==> config.mk <==
export PLATFORM = sky130hd
export DESIGN_NAME = pagerank_iter_engine
export DESIGN_NICKNAME = d
export VERILOG_FILES = /design/src/rtl/pagerank_pkg.sv /design/src/rtl/pagerank_mac.sv /design/src/rtl/pagerank_iter_engine.sv
export SDC_FILE = /design/constraint.sdc
export NUM_CORES = 2
export LEC_CHECK = 0
export BUFFER_PORTS_ARGS = -buffer_cell sky130_fd_sc_hd__buf_2
export CORE_UTILIZATION = 59
export DETAILED_ROUTE_END_ITERATION = 10
export GPL_TIMING_DRIVEN = 0
export HOLD_SLACK_MARGIN = 0.1
export PLACE_DENSITY = 0.89
export SLEW_MARGIN = 15
export SYNTH_ARGS = -nofsm -noshare
export SYNTH_HDL_FRONTEND = slang
export SYNTH_SLANG_ARGS = --single-unit
export TNS_END_PERCENT = 50
==> constraint.sdc <==
create_clock -name clk -period 14.54 [get_ports clk]
set_clock_uncertainty 0.05 [all_clocks]
set_input_delay 2.181 -clock clk [delete_from_list [all_inputs] [get_ports clk]]
set_output_delay 2.181 -clock clk [all_outputs]
set_load 0.01 [all_outputs]
==> src/rtl/pagerank_pkg.sv <==
// pagerank_pkg: shared state encoding and fixed-point helpers for the PageRank engine
package pagerank_pkg;
  typedef enum logic [2:0] {IDLE, INIT, ACCUM, WRITE, CHECK, DONE} state_t;
  function automatic logic [63:0] base(input int unsigned w);
    return 64'd1 << w;
  endfunction
  function automatic logic [63:0] init_val(input int unsigned w, input int unsigned n);
    return base(w) / 64'(n);
  endfunction
  function automatic logic [63:0] teleport(input logic [63:0] d, input int unsigned n);
    return d / 64'(n);
  endfunction
  function automatic logic [63:0] sat_add(input logic [63:0] a, input logic [63:0] b, input int unsigned w);
    return (a + b >= base(w)) ? base(w) - 64'd1 : a + b;
  endfunction
endpackage

==> src/rtl/pagerank_mac.sv <==
// pagerank_mac: damped weighted MAC with top-WIDTH truncation and saturating accumulate
module pagerank_mac
  import pagerank_pkg::*;
#(
  parameter int               WIDTH  = 16,
  parameter logic [WIDTH-1:0] DB     = '0,
  parameter logic [WIDTH-1:0] LOAD_V = '0
) (
  input  logic             clk,
  input  logic             reset,
  input  logic             load,
  input  logic             en,
  input  logic [WIDTH-1:0] w,
  input  logic [WIDTH-1:0] val,
  output logic [WIDTH-1:0] acc
);
  localparam int PW = 3 * WIDTH;
  logic [PW-1:0] prod;
  logic [WIDTH-1:0] acc_d, acc_q;
  always_comb begin
    prod  = PW'(DB) * PW'(w) * PW'(val);
    acc_d = load ? LOAD_V : en ? WIDTH'(sat_add(64'(acc_q), 64'(prod >> (2 * WIDTH)), WIDTH)) : acc_q;
  end
  always_ff @(posedge clk) acc_q <= reset ? '0 : acc_d;
  assign acc = acc_q;
endmodule

==> src/rtl/pagerank_iter_engine.sv <==
// pagerank_iter_engine: sequential Jacobi PageRank solver, one MAC per clock
module pagerank_iter_engine
  import pagerank_pkg::*;
#(
  parameter int               N        = 4,
  parameter int               WIDTH    = 16,
  parameter logic [WIDTH-1:0] D        = 16'h2666,
  parameter int               MAX_ITER = 32,
  parameter logic [WIDTH-1:0] EPS      = 16'h0010
) (
  input  logic                          clk,
  input  logic                          reset,
  input  logic                          start,
  input  logic [N*N-1:0]                adjacency,
  input  logic [N*WIDTH-1:0]            weights,
  output logic                          busy,
  output logic                          done,
  output logic                          converged,
  output logic [$clog2(MAX_ITER+1)-1:0] iter_count,
  input  logic [$clog2(N)-1:0]          rd_addr,
  output logic [WIDTH-1:0]              rd_data
);
  localparam int AW = $clog2(N);
  localparam int IW = $clog2(MAX_ITER + 1);
  localparam logic [WIDTH-1:0] INIT_V = WIDTH'(init_val(WIDTH, N));
  localparam logic [WIDTH-1:0] TELE   = WIDTH'(teleport(64'(D), N));
  localparam logic [WIDTH-1:0] DB     = WIDTH'(base(WIDTH) - 64'(D));
  localparam logic [AW-1:0]    LAST   = AW'(N - 1);
  state_t state_d, state_q;
  logic [AW-1:0] p_d, p_q, k_d, k_q;
  logic [IW-1:0] iter_d, iter_q;
  logic sel_d, sel_q, conv_d, conv_q, mac_load, mac_en;
  logic [WIDTH-1:0] maxd_d, maxd_q, acc, old, diff;
  logic [N-1:0] adj_d [N], adj_q [N];
  logic [WIDTH-1:0] w_d [N], w_q [N];
  logic [WIDTH-1:0] bank_d [2][N], bank_q [2][N];
  // sel_q names the committed bank; the other one collects the iteration in flight
  assign old  = bank_q[sel_q][p_q];
  assign diff = acc > old ? acc - old : old - acc;
  always_comb begin
    state_d  = state_q;
    p_d      = p_q;
    k_d      = k_q;
    iter_d   = iter_q;
    sel_d    = sel_q;
    conv_d   = conv_q;
    maxd_d   = maxd_q;
    adj_d    = adj_q;
    w_d      = w_q;
    bank_d   = bank_q;
    mac_load = 1'b0;
    mac_en   = 1'b0;
    case (state_q)
      IDLE, DONE: if (start) begin
        state_d = INIT;
        conv_d  = 1'b0;
        for (int i = 0; i < N; i++) begin
          adj_d[i] = adjacency[i*N +: N];
          w_d[i]   = weights[i*WIDTH +: WIDTH];
        end
      end
      INIT: begin
        state_d  = ACCUM;
        iter_d   = '0;
        p_d      = '0;
        k_d      = '0;
        maxd_d   = '0;
        mac_load = 1'b1;
        for (int i = 0; i < N; i++) bank_d[sel_q][i] = INIT_V;
      end
      ACCUM: begin
        mac_en  = adj_q[p_q][k_q];
        k_d     = (k_q == LAST) ? '0 : k_q + 1'b1;
        state_d = (k_q == LAST) ? WRITE : ACCUM;
      end
      WRITE: begin
        bank_d[~sel_q][p_q] = acc;
        maxd_d   = diff > maxd_q ? diff : maxd_q;
        mac_load = 1'b1;
        p_d      = (p_q == LAST) ? '0 : p_q + 1'b1;
        state_d  = (p_q == LAST) ? CHECK : ACCUM;
      end
      CHECK: begin
        sel_d   = ~sel_q;
        iter_d  = iter_q + 1'b1;
        maxd_d  = '0;
        conv_d  = maxd_q <= EPS;
        state_d = (maxd_q <= EPS || iter_d == IW'(MAX_ITER)) ? DONE : ACCUM;
      end
      default: state_d = IDLE;
    endcase
  end
  always_ff @(posedge clk) begin
    if (reset) begin
      state_q <= IDLE;
      p_q     <= '0;
      k_q     <= '0;
      iter_q  <= '0;
      sel_q   <= 1'b0;
      conv_q  <= 1'b0;
      maxd_q  <= '0;
      for (int i = 0; i < N; i++) begin
        adj_q[i]     <= '0;
        w_q[i]       <= '0;
        bank_q[0][i] <= INIT_V;
        bank_q[1][i] <= INIT_V;
      end
    end else begin
      state_q <= state_d;
      p_q     <= p_d;
      k_q     <= k_d;
      iter_q  <= iter_d;
      sel_q   <= sel_d;
      conv_q  <= conv_d;
      maxd_q  <= maxd_d;
      adj_q   <= adj_d;
      w_q     <= w_d;
      bank_q  <= bank_d;
    end
  end
  pagerank_mac #(.WIDTH(WIDTH), .DB(DB), .LOAD_V(TELE)) u_mac (
    .clk  (clk),
    .reset(reset),
    .load (mac_load),
    .en   (mac_en),
    .w    (w_q[k_q]),
    .val  (bank_q[sel_q][k_q]),
    .acc  (acc)
  );
  assign busy       = state_q inside {INIT, ACCUM, WRITE, CHECK};
  assign done       = state_q == DONE;
  assign converged  = conv_q;
  assign iter_count = iter_q;
  assign rd_data    = (32'(rd_addr) < N) ? bank_q[sel_q][rd_addr] : '0;
endmodule
==> out/results.ini <==
[cts]
cts_inserted_buffers = 26
tritoncts = yes
clock-sinks = 255
cts_root_buffer = clkbuf_16
ctsLongestPathBuffers = 3
h-tree-depth = 1
clk_pin_slew_ps = 70
worst_skew_pair.late_latency_ps = 590

[floorplan]
start_util_pct = 60.2
core_mm2 = 0.0569
ios = 110
rows = 87
dieArea_mm2 = 0.0590
die_x_um = 243
fp.dieH_um = 243

[power]
internal_power_w = 0.00253
netSwitchingFraction_pct = 51.9
power_frac_clock_pct = 13.6
ir_drop_v = 0.000143
powerDensity_mw_per_mm2 = 137
switching_power_w = 0.00273
p_comb_share_pct = 72.4
power.leakage_nw = 17.2
seq_power_share_pct = 14.0
total_power_w = 0.00527

[sta]
timing.hold.ws_ps = 407
maxSlewViolCount = 0
finalHoldViolCount = 0
finalWorstSetupSlack_ps = -249
setup_violations = 13
fmax_mhz = 67.6
period_minus_slack_ps = 14790
relSlewSlack_pct = 11.0
timing.final.crit_share_pct = 102
worst_pin_slew_ps = 1300

[final_layout]
fin_area_mm2 = 0.0384
final_cell_mix = 636 x inv_1, 598 x nand2_1, 483 x fa_1, 293 x a21oi_1, 292 x ha_1
multi_input_area_mm2 = 0.0269
fin_nets = 5036
fin_cells = 4923
area_delta_synth_final_pct = 12.1
layout_commonest_cell = inv_1
nFillCells = 4129
drive_gt1_share_pct = 12.8
seq_area_mm2 = 0.00511

[logic_synthesis]
syn_avg_cell_area_um2 = 8.70
synth-seq-cells = 255
ys_types = 72
syn_nets = 4828
synth_edf_count = 0
synthCells = 3939
synthArstFlopShare_pct = 0
yosys-top-cells-area = fa_1 28%, dfxtp_1 15%, ha_1 12%
ys.flop_type = dfxtp_1
yosysWarnings = 0
netlist_area_mm2 = 0.0343
yosysSeqAreaShare_pct = 14.9
yosys.area.top_type_share_pct = 28.4
yosysTopAreaCell = fa_1

[routing]
route.detailed.wl_per_inst_um = 23.9
routed_wl_um = 118000
drt_pass1_iterations = 10
via_per_inst = 6.47
drtIter0Drc = 4117
ant_nets = 0
drc = 2
vias = 31900

[global_routing]
gr-max-usage-layer = met2
gr-total-overflow = 0
use_met2_pct = 60.4
grt_pass1_vias = 31900
grt_use_met1_pct = 45.0
grt_max_degree = 23
grt_pass1_wl_um = 173000
grtUsageTotal_pct = 37.6
antenna_found_initial = 1
grt_util_met3_pct = 10.4

[placed_design]
place_area_mm2 = 0.0357
io_buffers = 107
gp_congestion = 1.05
dpl.hpwl_um = 85000
pre_cts_slack_ps = -3980
place_inst = 4802

[hold_path]
whs_path_depth = 2
min_path_type = reg2reg
hp-start = w_q[63]
hold_path_end = w_q[63]

[setup_path]
worst_ep_required_time_ps = 14940
crit_path_max_fanout = 10
r2r_setup_slack_ps = -250
cp-end-kind = register
r2r-end = u_mac.acc[15]
r2r_cells = 55
slowest_stage = mux4_2
start_kind = register
cp_data_arrival_time_ps = 15180
reg2reg_from = k_q[0]
crit_top_cell = fa_1
crit_path_max_incr_delay_ps = 590
worstSetupPathType = reg2reg

[status]
failed_checks = design-rule violations, negative setup slack
outcome = finished with violations

[run]
drv_cap = 0

worst max path at each step:
stage | startpoint | end | slack, ps | depth (start not counted)
finish | k_q[0] | u_mac.acc[15] | -250 | 55
global route | k_q[0] | u_mac.acc[15] | -650 | 53
CTS | k_q[1] | u_mac.acc[7] | 2 | 55
detailed placement | k_q[1] | u_mac.acc[7] | -3980 | 54
global placement | k_q[1] | u_mac.acc[7] | -3760 | 52
floorplan | k_q[1] | u_mac.acc[7] | 90 | 55
power by group through the flow:
stage                     clock network, W  logic [W]  registers [W]
after floorplan                          0    0.00190       0.000745
after global placement                   0    0.00276       0.000748
after detailed placement                 0    0.00282       0.000750
after CTS                         0.000706    0.00318       0.000734
after global routing              0.000739    0.00399       0.000740
final                             0.000714    0.00381       0.000738
routing by layer:
layer | share of wire, % | vias to the layer above
met5 | 0.066 | -
met4 | 8.9 | 2
met3 | 13 | 824
met2 | 45 | 2572
met1 | 33 | 15300
li1 | - | 13200
state kept, by name, indices dropped and copies added (netlist names):
| register | count |
|---|---|
| bank_q | 128 |
| k_q | 2 |
| maxd_q | 16 |
| p_q | 2 |
| u_mac.acc | 16 |
| w_q | 64 |
| iter_count | 6 |
| sel_q | 1 |
| converged | 1 |
| adj_q | 16 |
| state_q | 3 |
through the flow:
step                      util, %  setup TNS, ps
after floorplan                 -              0
after global placement       62.8         -57340
after detailed placement     62.8         -60850
after CTS                    65.9              0
after global routing         67.5          -7760
final                        67.5           -725
cells by family (layout without fill, tap and decap cells):
logic type | count (synthesis) | in the layout | synth area share (%)
flip-flops | 255 | 255 | 14.9
AO/OA/AOI/OAI | 596 | 596 | 10.7
XOR/XNOR | 69 | 69 | 1.76
other | 0 | 1 | 0
multiplexers | 169 | 170 | 7.45
AND/OR/NAND/NOR | 1187 | 1187 | 15.6
buffers and inverters | 859 | 1085 | 9.51
adder cells (fa/ha/maj) | 804 | 804 | 40.0
layout make-up:
type | instances | share of cell area [%]
diodes | 1 | 0.00651
plain buffers | 215 | 2.68
clock buffers | 30 | 1.78
clock inverters | 17 | 0.537
inverters | 640 | 6.26
multi-input cells | 2826 | 69.9
flip-flops and latches | 255 | 13.3
well taps | 756 | 2.46
repair buffers | 183 | 3.07
Yosys cell counts, types with 5 or more instances:
library cell  number
dfxtp_1          255
xor2_1            28
or3_1             10
a221oi_1           7
mux2_2            76
o21a_1            12
a211oi_1           8
inv_1            636
o21ai_1            7
a21boi_0          10
and3_1            29
a22oi_1           31
nor4_1             7
fa_1             486
clkbuf_1         192
a31oi_1           14
nand3_1          152
o211ai_1          19
and2_1           107
o21ai_0           59
buf_2              8
a311o_1            6
or2_2              9
buf_1             16
o31ai_1            5
a311oi_1          14
mux4_2            61
nand2_1          598
nor2_1           153
nand2b_1          20
nand4_1           25
nor2b_1           21
ha_1             318
xnor2_1           41
a32o_1             6
nor3_1            35
a21oi_1          305
mux2i_1           31
and4_1             5
a21o_1            51
critical path, delay by kind of cell, from the launching register on:
family	cells	cell delay [ps]
adders and majority gates	15	6600
AOI/OAI and AO/OA	12	3160
buffers and inverters	16	1690
and+or+nand+nor	8	1570
muxes	2	740
xor gates and xnor gates	2	530
DFF	1	350
repair_timing:
action,4_1_cts,5_1_grt
pin swaps,18,49
cloned,0,2
setup buffers,41,33
gates resized for setup,125,128
endpoints found under the hold margin,0,0
setup endpoints to repair,16,16
hold buffers,0,0
Note: power is estimated with default switching activity, not from simulation.
